<file path="config.mk">
export PLATFORM = sky130hd
export DESIGN_NAME = pattern_gen_core
export DESIGN_NICKNAME = d
export VERILOG_FILES = /design/src/rtl/pattern_gen_core.sv
export SDC_FILE = /design/constraint.sdc
export NUM_CORES = 1
export LEC_CHECK = 0
export CORE_ASPECT_RATIO = 1.2
export CORE_MARGIN = 2
export CORE_UTILIZATION = 40
export CTS_CLUSTER_DIAMETER = 80
export CTS_CLUSTER_SIZE = 10
export DETAILED_ROUTE_END_ITERATION = 7
export HOLD_SLACK_MARGIN = 0.05
export RECOVER_POWER = 100
export SETUP_SLACK_MARGIN = 0.02
export SYNTH_ARGS = -nofsm -noshare
export SYNTH_HDL_FRONTEND = slang
export SYNTH_SLANG_ARGS = --single-unit
</file>
<file path="constraint.sdc">
create_clock -name clk -period 4.8 [get_ports clk]
set_input_delay 1.44 -clock clk [delete_from_list [all_inputs] [get_ports clk]]
set_output_delay 1.44 -clock clk [all_outputs]
set_load 0.03 [all_outputs]
</file>
<file path="src/rtl/pattern_gen_core.sv">
// rtl/pattern_gen_core.sv - line/frame test-pattern generator on a valid/ready pixel stream
// Optional feature: define PATGEN_RAMP_SAT_EN for saturating ramp arithmetic (wraps otherwise).
module pattern_gen_core #(
  parameter int PIX_W       = 12,
  parameter int LINE_LEN    = 1290,
  parameter int FRAME_LINES = 1024
) (
  input  logic             clk,
  input  logic             rst,
  input  logic             f_sync,
  input  logic             sync,
  input  logic [2:0]       mode,
  input  logic [PIX_W-1:0] const_val,
  input  logic [1:0]       cb_log2,
  input  logic             cb_invert,
  input  logic [PIX_W-1:0] dx,
  input  logic [PIX_W-1:0] dy,
  input  logic             pix_ready,
  output logic             pix_valid,
  output logic [PIX_W-1:0] pix_data,
  output logic             pix_sol,
  output logic             pix_eol,
  output logic             pix_eof,
  output logic             busy,
  output logic             err_mode
);

  localparam int X_W = $clog2(LINE_LEN);
  localparam int Y_W = (FRAME_LINES > 1) ? $clog2(FRAME_LINES) : 1;
  localparam logic [X_W-1:0] X_LAST = X_W'(LINE_LEN - 1);
  localparam logic [Y_W-1:0] Y_LAST = Y_W'(FRAME_LINES - 1);

  localparam logic [1:0] S_IDLE   = 2'd0;
  localparam logic [1:0] S_START  = 2'd1;
  localparam logic [1:0] S_ACTIVE = 2'd2;
  localparam logic [1:0] S_WAIT   = 2'd3;

  localparam logic [2:0] M_GRAY  = 3'b001;
  localparam logic [2:0] M_CONST = 3'b010;
  localparam logic [2:0] M_CB    = 3'b011;
  localparam logic [2:0] M_RAMP  = 3'b100;

  // Ramp accumulation step: clamps at all-ones when saturation is enabled.
  function automatic logic [PIX_W-1:0] ramp_add(input logic [PIX_W-1:0] a, input logic [PIX_W-1:0] b);
`ifdef PATGEN_RAMP_SAT_EN
    logic [PIX_W:0] s;
    s = {1'b0, a} + {1'b0, b};
    return s[PIX_W] ? {PIX_W{1'b1}} : s[PIX_W-1:0];
`else
    return a + b;
`endif
  endfunction

  logic [1:0]       state_q, state_d;
  logic [X_W-1:0]   x_q, x_d;
  logic [Y_W-1:0]   y_q, y_d;
  logic [2:0]       mode_q, mode_d;
  logic [PIX_W-1:0] cval_q, cval_d;
  logic [1:0]       cb_log2_q, cb_log2_d;
  logic             cb_inv_q, cb_inv_d;
  logic [PIX_W-1:0] dx_q, dx_d;
  logic [PIX_W-1:0] dy_q, dy_d;
  logic [PIX_W-1:0] base_q, base_d;
  logic [PIX_W-1:0] acc_q, acc_d;
  logic             valid_q, valid_d;
  logic [PIX_W-1:0] data_q, data_d;
  logic             sol_q, sol_d;
  logic             eol_q, eol_d;
  logic             eof_q, eof_d;
  logic             err_q, err_d;

  logic             in_start;
  logic             xfer;
  logic [2:0]       c_mode;
  logic [PIX_W-1:0] c_cval;
  logic [1:0]       c_log2;
  logic             c_inv;
  logic             mode_ok;
  logic [X_W-1:0]   nx;
  logic [PIX_W-1:0] nramp;
  logic [PIX_W-1:0] gray_b;
  logic             cb_bit;
  logic [PIX_W-1:0] npix;

  assign in_start = (state_q == S_START);
  assign xfer     = valid_q & pix_ready;

  // Value of the next pixel to present: in START it is pixel 0 from the raw config inputs,
  // otherwise the pixel after the current one using the latched config.
  always_comb begin
    c_mode  = in_start ? mode      : mode_q;
    c_cval  = in_start ? const_val : cval_q;
    c_log2  = in_start ? cb_log2   : cb_log2_q;
    c_inv   = in_start ? cb_invert : cb_inv_q;
    mode_ok = (c_mode >= M_GRAY) && (c_mode <= M_RAMP);
    nx      = in_start ? '0 : x_q + X_W'(1);
    nramp   = in_start ? base_q : ramp_add(acc_q, dx_q);
    gray_b  = PIX_W'(nx);
    cb_bit  = ((((nx >> c_log2) ^ X_W'(y_q >> c_log2)) & X_W'(1)) != '0) ^ c_inv;
    case (c_mode)
      M_GRAY:  npix = gray_b ^ (gray_b >> 1);
      M_CONST: npix = c_cval;
      M_CB:    npix = {PIX_W{cb_bit}};
      M_RAMP:  npix = nramp;
      default: npix = '0;
    endcase
  end

  // Line/frame sequencing FSM and output-register next state.
  always_comb begin
    state_d   = state_q;
    x_d       = x_q;
    y_d       = y_q;
    mode_d    = mode_q;
    cval_d    = cval_q;
    cb_log2_d = cb_log2_q;
    cb_inv_d  = cb_inv_q;
    dx_d      = dx_q;
    dy_d      = dy_q;
    base_d    = base_q;
    acc_d     = acc_q;
    valid_d   = valid_q;
    data_d    = data_q;
    sol_d     = sol_q;
    eol_d     = eol_q;
    eof_d     = eof_q;
    err_d     = 1'b0;
    case (state_q)
      S_IDLE: begin
        if (f_sync && sync) begin
          state_d = S_START;
          y_d     = '0;
          base_d  = '0;
        end
      end
      S_START: begin
        mode_d    = mode;
        cval_d    = const_val;
        cb_log2_d = cb_log2;
        cb_inv_d  = cb_invert;
        dx_d      = dx;
        dy_d      = dy;
        x_d       = '0;
        if (!mode_ok) begin
          err_d   = 1'b1;
          state_d = S_IDLE;
        end else begin
          state_d = S_ACTIVE;
          valid_d = 1'b1;
          data_d  = npix;
          acc_d   = nramp;
          sol_d   = 1'b1;
          eol_d   = 1'b0;
          eof_d   = 1'b0;
        end
      end
      S_ACTIVE: begin
        if (xfer && (x_q == X_LAST)) begin
          valid_d = 1'b0;
          sol_d   = 1'b0;
          eol_d   = 1'b0;
          eof_d   = 1'b0;
          if (y_q == Y_LAST) begin
            state_d = S_IDLE;
          end else begin
            y_d     = y_q + Y_W'(1);
            base_d  = ramp_add(base_q, dy_q);
            state_d = sync ? S_START : S_WAIT;
          end
          if (f_sync && sync) begin
            state_d = S_START;
            y_d     = '0;
            base_d  = '0;
          end
        end else if (sync) begin
          // Mid-line sync abandons the line without emitting eol/eof.
          valid_d = 1'b0;
          sol_d   = 1'b0;
          eol_d   = 1'b0;
          eof_d   = 1'b0;
          state_d = S_START;
          if (f_sync) begin
            y_d    = '0;
            base_d = '0;
          end
        end else if (xfer) begin
          x_d    = nx;
          data_d = npix;
          acc_d  = nramp;
          sol_d  = 1'b0;
          eol_d  = (nx == X_LAST);
          eof_d  = (nx == X_LAST) && (y_q == Y_LAST);
        end
      end
      S_WAIT: begin
        if (sync) begin
          state_d = S_START;
          if (f_sync) begin
            y_d    = '0;
            base_d = '0;
          end
        end
      end
      default: state_d = S_IDLE;
    endcase
  end

  // State and output registers with asynchronous clear.
  always_ff @(posedge clk or posedge rst) begin
    if (rst) begin
      state_q   <= S_IDLE;
      x_q       <= '0;
      y_q       <= '0;
      mode_q    <= '0;
      cval_q    <= '0;
      cb_log2_q <= '0;
      cb_inv_q  <= 1'b0;
      dx_q      <= '0;
      dy_q      <= '0;
      base_q    <= '0;
      acc_q     <= '0;
      valid_q   <= 1'b0;
      data_q    <= '0;
      sol_q     <= 1'b0;
      eol_q     <= 1'b0;
      eof_q     <= 1'b0;
      err_q     <= 1'b0;
    end else begin
      state_q   <= state_d;
      x_q       <= x_d;
      y_q       <= y_d;
      mode_q    <= mode_d;
      cval_q    <= cval_d;
      cb_log2_q <= cb_log2_d;
      cb_inv_q  <= cb_inv_d;
      dx_q      <= dx_d;
      dy_q      <= dy_d;
      base_q    <= base_d;
      acc_q     <= acc_d;
      valid_q   <= valid_d;
      data_q    <= data_d;
      sol_q     <= sol_d;
      eol_q     <= eol_d;
      eof_q     <= eof_d;
      err_q     <= err_d;
    end
  end

  assign pix_valid = valid_q;
  assign pix_data  = data_q;
  assign pix_sol   = sol_q;
  assign pix_eol   = eol_q;
  assign pix_eof   = eof_q;
  assign busy      = (state_q != S_IDLE);
  assign err_mode  = err_q;

endmodule

</file>
Word level (Yosys, flattened, before mapping)
Cells that the tools add are included.
Storage, ports and cells
  flip-flop bits (word level): 106
  bits in latches: 0
  RAM bits: 0
  memory bits (read-only): 0
  input port bits: 47
  output and inout bits: 18
  word-level logic and storage cells: 122
  memories kept: 0
Cells by class
  $add $sub $neg: 4
  $mul: 0
  div/mod/pow operators: 0
  $lt $le $gt $ge: 2
  equality and inequality tests: 18
  shift-type cells: 2
  muxes and demuxes: 62
  bitwise logic cells: 4
  reductions and logical operators: 13
Operator list (number)
  2-to-1 mux 12 bit: 16
  2-to-1 mux 10 bit: 6
  case mux 12 bit (2 select lines): 2
  case mux 12 bit (4 select lines): 1
  2-to-1 mux 11 bit: 4
  case mux 12 bit (3 select lines): 1
  case mux 10 bit (3 select lines): 1
  adder 12 bit: 2
  equality test 11 bit (second input constant): 2
  case mux 11 bit (2 select lines): 1
  2-to-1 mux 1 bit: 16
  2-to-1 mux 2 bit: 8
  adder 11 x 1 -> 11 bit (second input constant): 1
  >> shifter 11 x 2 -> 1 bit: 1
  XOR 11 x 10 -> 11 bit: 1
  adder 10 x 1 -> 10 bit (second input constant): 1
  equality test 10 bit (second input constant): 1
  >> shifter 10 x 2 -> 1 bit: 1
  AND reduction 3 bit: 3
  != test 2 bit (second input constant): 4
  != test 4 bit (second input constant): 2
  case mux 1 bit (2 select lines): 4
  case mux 2 bit (4 select lines): 1
  equality test 3 x 2 -> 1 bit (second input constant): 2
  17 further kinds: 23

Longest topological paths before layout
  depth in word-level cells: 10
  depth in mapped cells: 12
  depth with buffers taken out: 10

Worst setup path before layout
No wires, ideal clock.
  path kind: in2reg
  start point: in cb_log2[0]
  end point: reg data_q[6], in the netlist pix_data[6]
  setup time: 0.126 ns
  arrival: 3.078 ns
  required time: 4.674 ns
  setup slack: 1.596 ns
  cell stages on the path: 8
  path buffers: 1
  cells stage by stage: mux2_2 mux4_2 xnor2_1 xor2_1 or2_1 buf_2 o21ai_0 a221o_1
Between the ends
  cells in the longest elaborated chain, start to end: 9
  elaborated cells on any way between the ends: 11
  those cells by class: shift (2); mux (7); bitwise (2)
RTL lines
  from (decl): line 14  | input logic [1:0] cb_log2,
  2-to-1 mux 2 bit *
  >> shifter 11 x 2 -> 1 bit / >> shifter 10 x 2 -> 1 bit (equally long branches): line 99  | cb_bit = ((((nx >> c_log2) ^ X_W'(y_q >> c_log2)) & X_W'(1)) != '0) ^ c_inv;
  XOR 1 bit * (2 in series): line 99
  case mux 12 bit (4 select lines) *: line 100  | case (c_mode)
  2-to-1 mux 12 bit: line 186  | end else if (xfer) begin
  2-to-1 mux 12 bit: line 175  | end else if (sync) begin
  2-to-1 mux 12 bit: line 158  | if (xfer && (x_q == X_LAST)) begin
  case mux 12 bit (2 select lines) *: line 128  | case (state_q)
  to (signal assigned): line 241  | data_q <= data_d;
  to (decl): line 66  | logic [PIX_W-1:0] data_q, data_d;
Every way passes the cells marked *; elsewhere a longest branch is shown, timed or not. The select of a mux whose other input is x is not followed.
A chain may end at the register's enable or synchronous reset.

Worst setup path in the final report
  start point: in pix_ready
  end point: reg base_q[11]
Between the ends
  cells in the longest elaborated chain, start to end: 4
  elaborated cells on any way between the ends: 6
  those cells by class: eq/ne (1); mux (2); bitwise (1); reduce/logical (2)
RTL lines
  from (decl): line 18  | input logic pix_ready,
  AND 1 bit *: line 86  | assign xfer = valid_q & pix_ready;
  logical AND 1 bit *: line 158
  != test 4 bit (no line) / 2-to-1 mux 12 bit (equally long branches)
  AND reduction 3 bit (no line) / case mux 12 bit (3 select lines) (equally long branches)
  to (signal assigned): line 238  | base_q <= base_d;
  to (decl): line 63  | logic [PIX_W-1:0] base_q, base_d;
Every way passes the cells marked *; elsewhere a longest branch is shown, timed or not.

==> impl_metrics.py <==
metrics = {
    "logic_synthesis": {
        "synthFlopType": "dfrtp_1",
        "ys_warn_count": 0,
        "syn_area_per_cell_um2": 9.84,
        "async_flop_share_pct": 100,
        "ys_ff_latch": 106,
        "synth_edf_count": 0,
        "syn_nets": 728,
        "synth-seq-area-share_pct": 41.8,
        "netlist_area_mm2": 0.00634,
        "synth_cells": 644,
        "synth.distinct_cells": 62,
        "synth_area_leaders": "dfrtp_1 42%, mux2_2 7.8%, ha_1 6.9%",
        "yosys.area.top_type": "dfrtp_1",
        "yosysTopAreaCellShare_pct": 41.8,
    },
    "worst_setup_path": {
        "critPathBufInv": 1,
        "r2r_cells": 9,
        "worst_ep_required_time_ns": 5.04,
        "worstSetupPathType": "input pin to flip-flop",
        "crit_chain": "dlygate4sd3_1 -> nand2_1 -> nor4_1 -> nand2_2 -> a211o_1 -> a21o_1 -> o21ba_2 -> o21ai_0",
        "cp.depth": 8,
        "r2r_end": "pix_data[0]",
        "crit_end": "base_q[11]",
        "critPathTopFamily": "simple AND/OR/NAND/NOR gates",
        "cp_slowest_cell": "nor4_1",
        "critPathMaxFanout": 14,
        "end_kind": "flip-flop",
        "crit_path_max_incr_delay_ns": 1.02,
        "cp-start-kind": "input pin",
        "arrival_ns": 4.31,
        "crit_start": "pix_ready",
        "rrSetupSlack_ns": 1.13,
        "reg2reg_from": "state_q[1]",
    },
    "sta": {
        "max_freq_mhz": 246,
        "relSlewSlack_pct": -69.5,
        "setup_ws_ns": 0.736,
        "setup-violations-final": 0,
        "min_period_ns": 4.06,
        "worst_pin_slew_ns": 2.53,
        "fin_setup_tns_ns": 0,
        "slew_viol_final": 53,
        "period_share_pct": 84.7,
        "rsz0062_at_grt": "no",
        "hold_viol_final": 0,
        "finClkSkew_ns": 0.0140,
    },
    "final_layout": {
        "diodes": 0,
        "fin_util_pct": 47.8,
        "layout-drive-gt1-share_pct": 9.39,
        "finalNetCount": 782,
        "area.growth.synth_to_final_pct": 17.5,
        "nFillCells": 1475,
    },
    "cts": {
        "cts_resized": 0,
        "postCtsSetupBuffers": 0,
        "path_clk_slew_ns": 0.07,
        "clock_path_buffers": 2,
        "cts.sink_count": 106,
        "cts_tree": "built",
        "root_buffer": "clkbuf_16",
        "cts_hold_buf": 0,
        "numCtsBuffers": 9,
        "clock_latency_ns": 0.36,
        "cts_max_level": 3,
    },
    "hold_path": {
        "min_path_type": "flip-flop to flip-flop",
        "min_from": "pix_eol",
    },
    "power": {
        "power_leakage_nw": 3.20,
        "powerDensity_mw_per_mm2": 607,
        "vdd_drop_max_mv": 0.319,
    },
    "die": {
        "io_pins": 65,
        "start_util_pct": 40.7,
        "die_w_um": 119,
        "num_rows": 50,
        "core_mm2": 0.0156,
        "dieHeight_um": 142,
        "die-area_mm2": 0.0169,
    },
    "route": {
        "drt-wirelength-per-cell_um": 17.6,
        "ant_nets": 0,
        "drtIter0Drc": 292,
        "via_count": 5116,
        "dr.pass1.iters": 5,
        "routed_via_density": 5.62,
        "drc": 0,
        "wl_um": 16000,
    },
    "global_route": {
        "antenna_found_initial": 0,
        "track_usage_pct": 19.6,
        "grt_pass1_wl_um": 26400,
        "grt.overflow.total": 0,
        "first_global_vias": 5103,
        "grt_max_degree": 55,
    },
    "placement": {
        "io_buffers": 64,
        "post-place-ws_ns": 0.798,
        "gp_congestion": 0.913,
        "dp_hpwl_um": 11700,
    },
    "flow_run": {
        "maxCapViolCount": 1,
    },
    "run_status": {
        "status": "finished with violations",
        "violations": "capacitance limit, slew limit",
    },
}
==> metrics by stage <==
stage	hold WS, ns	cell area [um^2]	std cells	total power (W)
2_1_floorplan	0.440	6340	644	0.00316
3_3_place_gp	0.456	7180	895	0.00373
3_5_place_dp	0.474	7180	895	0.00381
4_1_cts	0.487	7480	911	0.00458
5_1_grt	0.496	7450	911	0.00485
6_report	0.482	7450	911	0.00452
==> logic make-up (layout without fill, tap and decap cells) <==
group	after synthesis	after routing	share of synthesized area, %
AO/OA/AOI/OAI	187	187	19.2
XOR/XNOR	34	34	4.70
adder cells (fa/ha/maj)	37	37	7.54
buffers and inverters	51	110	3.34
flip-flops	106	106	41.8
multiplexers	53	53	9.43
AND/OR/NAND/NOR	176	176	14.0
==> where the power goes <==
part	internal, W	switching [W]	total, W
sequential	0.00118	0.000176	0.00135
clock	0.000420	0.000343	0.000763
combinational	0.000983	0.00142	0.00240
total	0.00258	0.00194	0.00452
==> worst reg2reg max path, stage by stage, from the launching register on <==
cell and delay (ns):
dfrtp_1 0.41, inv_1 0.12, ha_2 0.71, mux2_1 0.44, mux4_2 0.44, xnor2_1 0.21, xor2_1 0.29, or2_0 0.43
o311ai_0 0.24, a22o_1 0.28
==> sequential cells by signal, summed over array words and instances, names as in the netlist <==
register,flops
acc_q,12
base_q,12
cval_q,12
dx_q,12
dy_q,12
pix_data,12
x_q,11
y_q,10
mode_q,3
cb_log2_q,2
state_q,2
cb_inv_q,1
err_mode,1
pix_eof,1
pix_eol,1
pix_sol,1
pix_valid,1
==> area by class of cell <==
cell class	count	area, um^2	area share (%)
multi-input combinational	487	3460	46.5
sequential	106	2650	35.6
timing repair buffer	69	683	9.17
tap	208	260	3.49
clock buffer	12	246	3.31
inverter	25	95.1	1.28
clock inverter	4	51.3	0.688
==> synthesized netlist by cell type, types with 4 or more instances <==
master and number:
dfrtp_1 106, nand2_1 70, o21ai_0 61, mux2_2 44, ha_1 35, a21oi_1 28
inv_1 25, nor2_1 21, xor2_1 20, o31ai_1 15, clkbuf_1 14, nand3_1 14
xnor2_1 14, nor3_1 13, a21o_1 12, a31oi_1 10, nor2b_1 9, a22o_1 8
mux2i_1 8, nand4_1 8, nand2b_1 7, and3_1 6, buf_1 6, a211o_1 5
o21a_1 5, a211oi_1 4, and2_1 4, buf_2 4, o22ai_1 4, or2_2 4
or3_1 4
==> cells in the final DEF (no fill, tap or decap), drive strengths merged, types with 12 or more instances in the layout <==
cell type / instances
dfrtp: 106
nand2: 71
o21ai: 61
mux2: 44
clkdlybuf4s50: 35
ha: 35
dlygate4sd3: 29
a21oi: 28
inv: 24
nor2: 21
xor2: 20
o31ai: 15
nand3: 14
xnor2: 14
clkbuf: 14
nor3: 13
a21o: 12
==> per-layer routing <==
metal | wire (um) | vias up | GRT usage (%)
met5 | 0 | - | 0
met1 | 7100 | 2511 | 25.8
met3 | 636 | 24 | 2.97
met4 | 318 | 0 | 6.70
li1 | - | 2460 | -
met2 | 7990 | 121 | 33.1
==> worst min path at each step <==
stage	endpoint	slack (ns)	depth (start not counted)
6_report	pix_eol	0.48	2
5_1_grt	pix_sol	0.50	2
3_3_place_gp	y_q[4]	0.46	1
4_1_cts	y_q[4]	0.49	1
3_5_place_dp	pix_eol	0.47	2
2_1_floorplan	y_q[4]	0.44	1
Power figures use the tool's default switching activity.
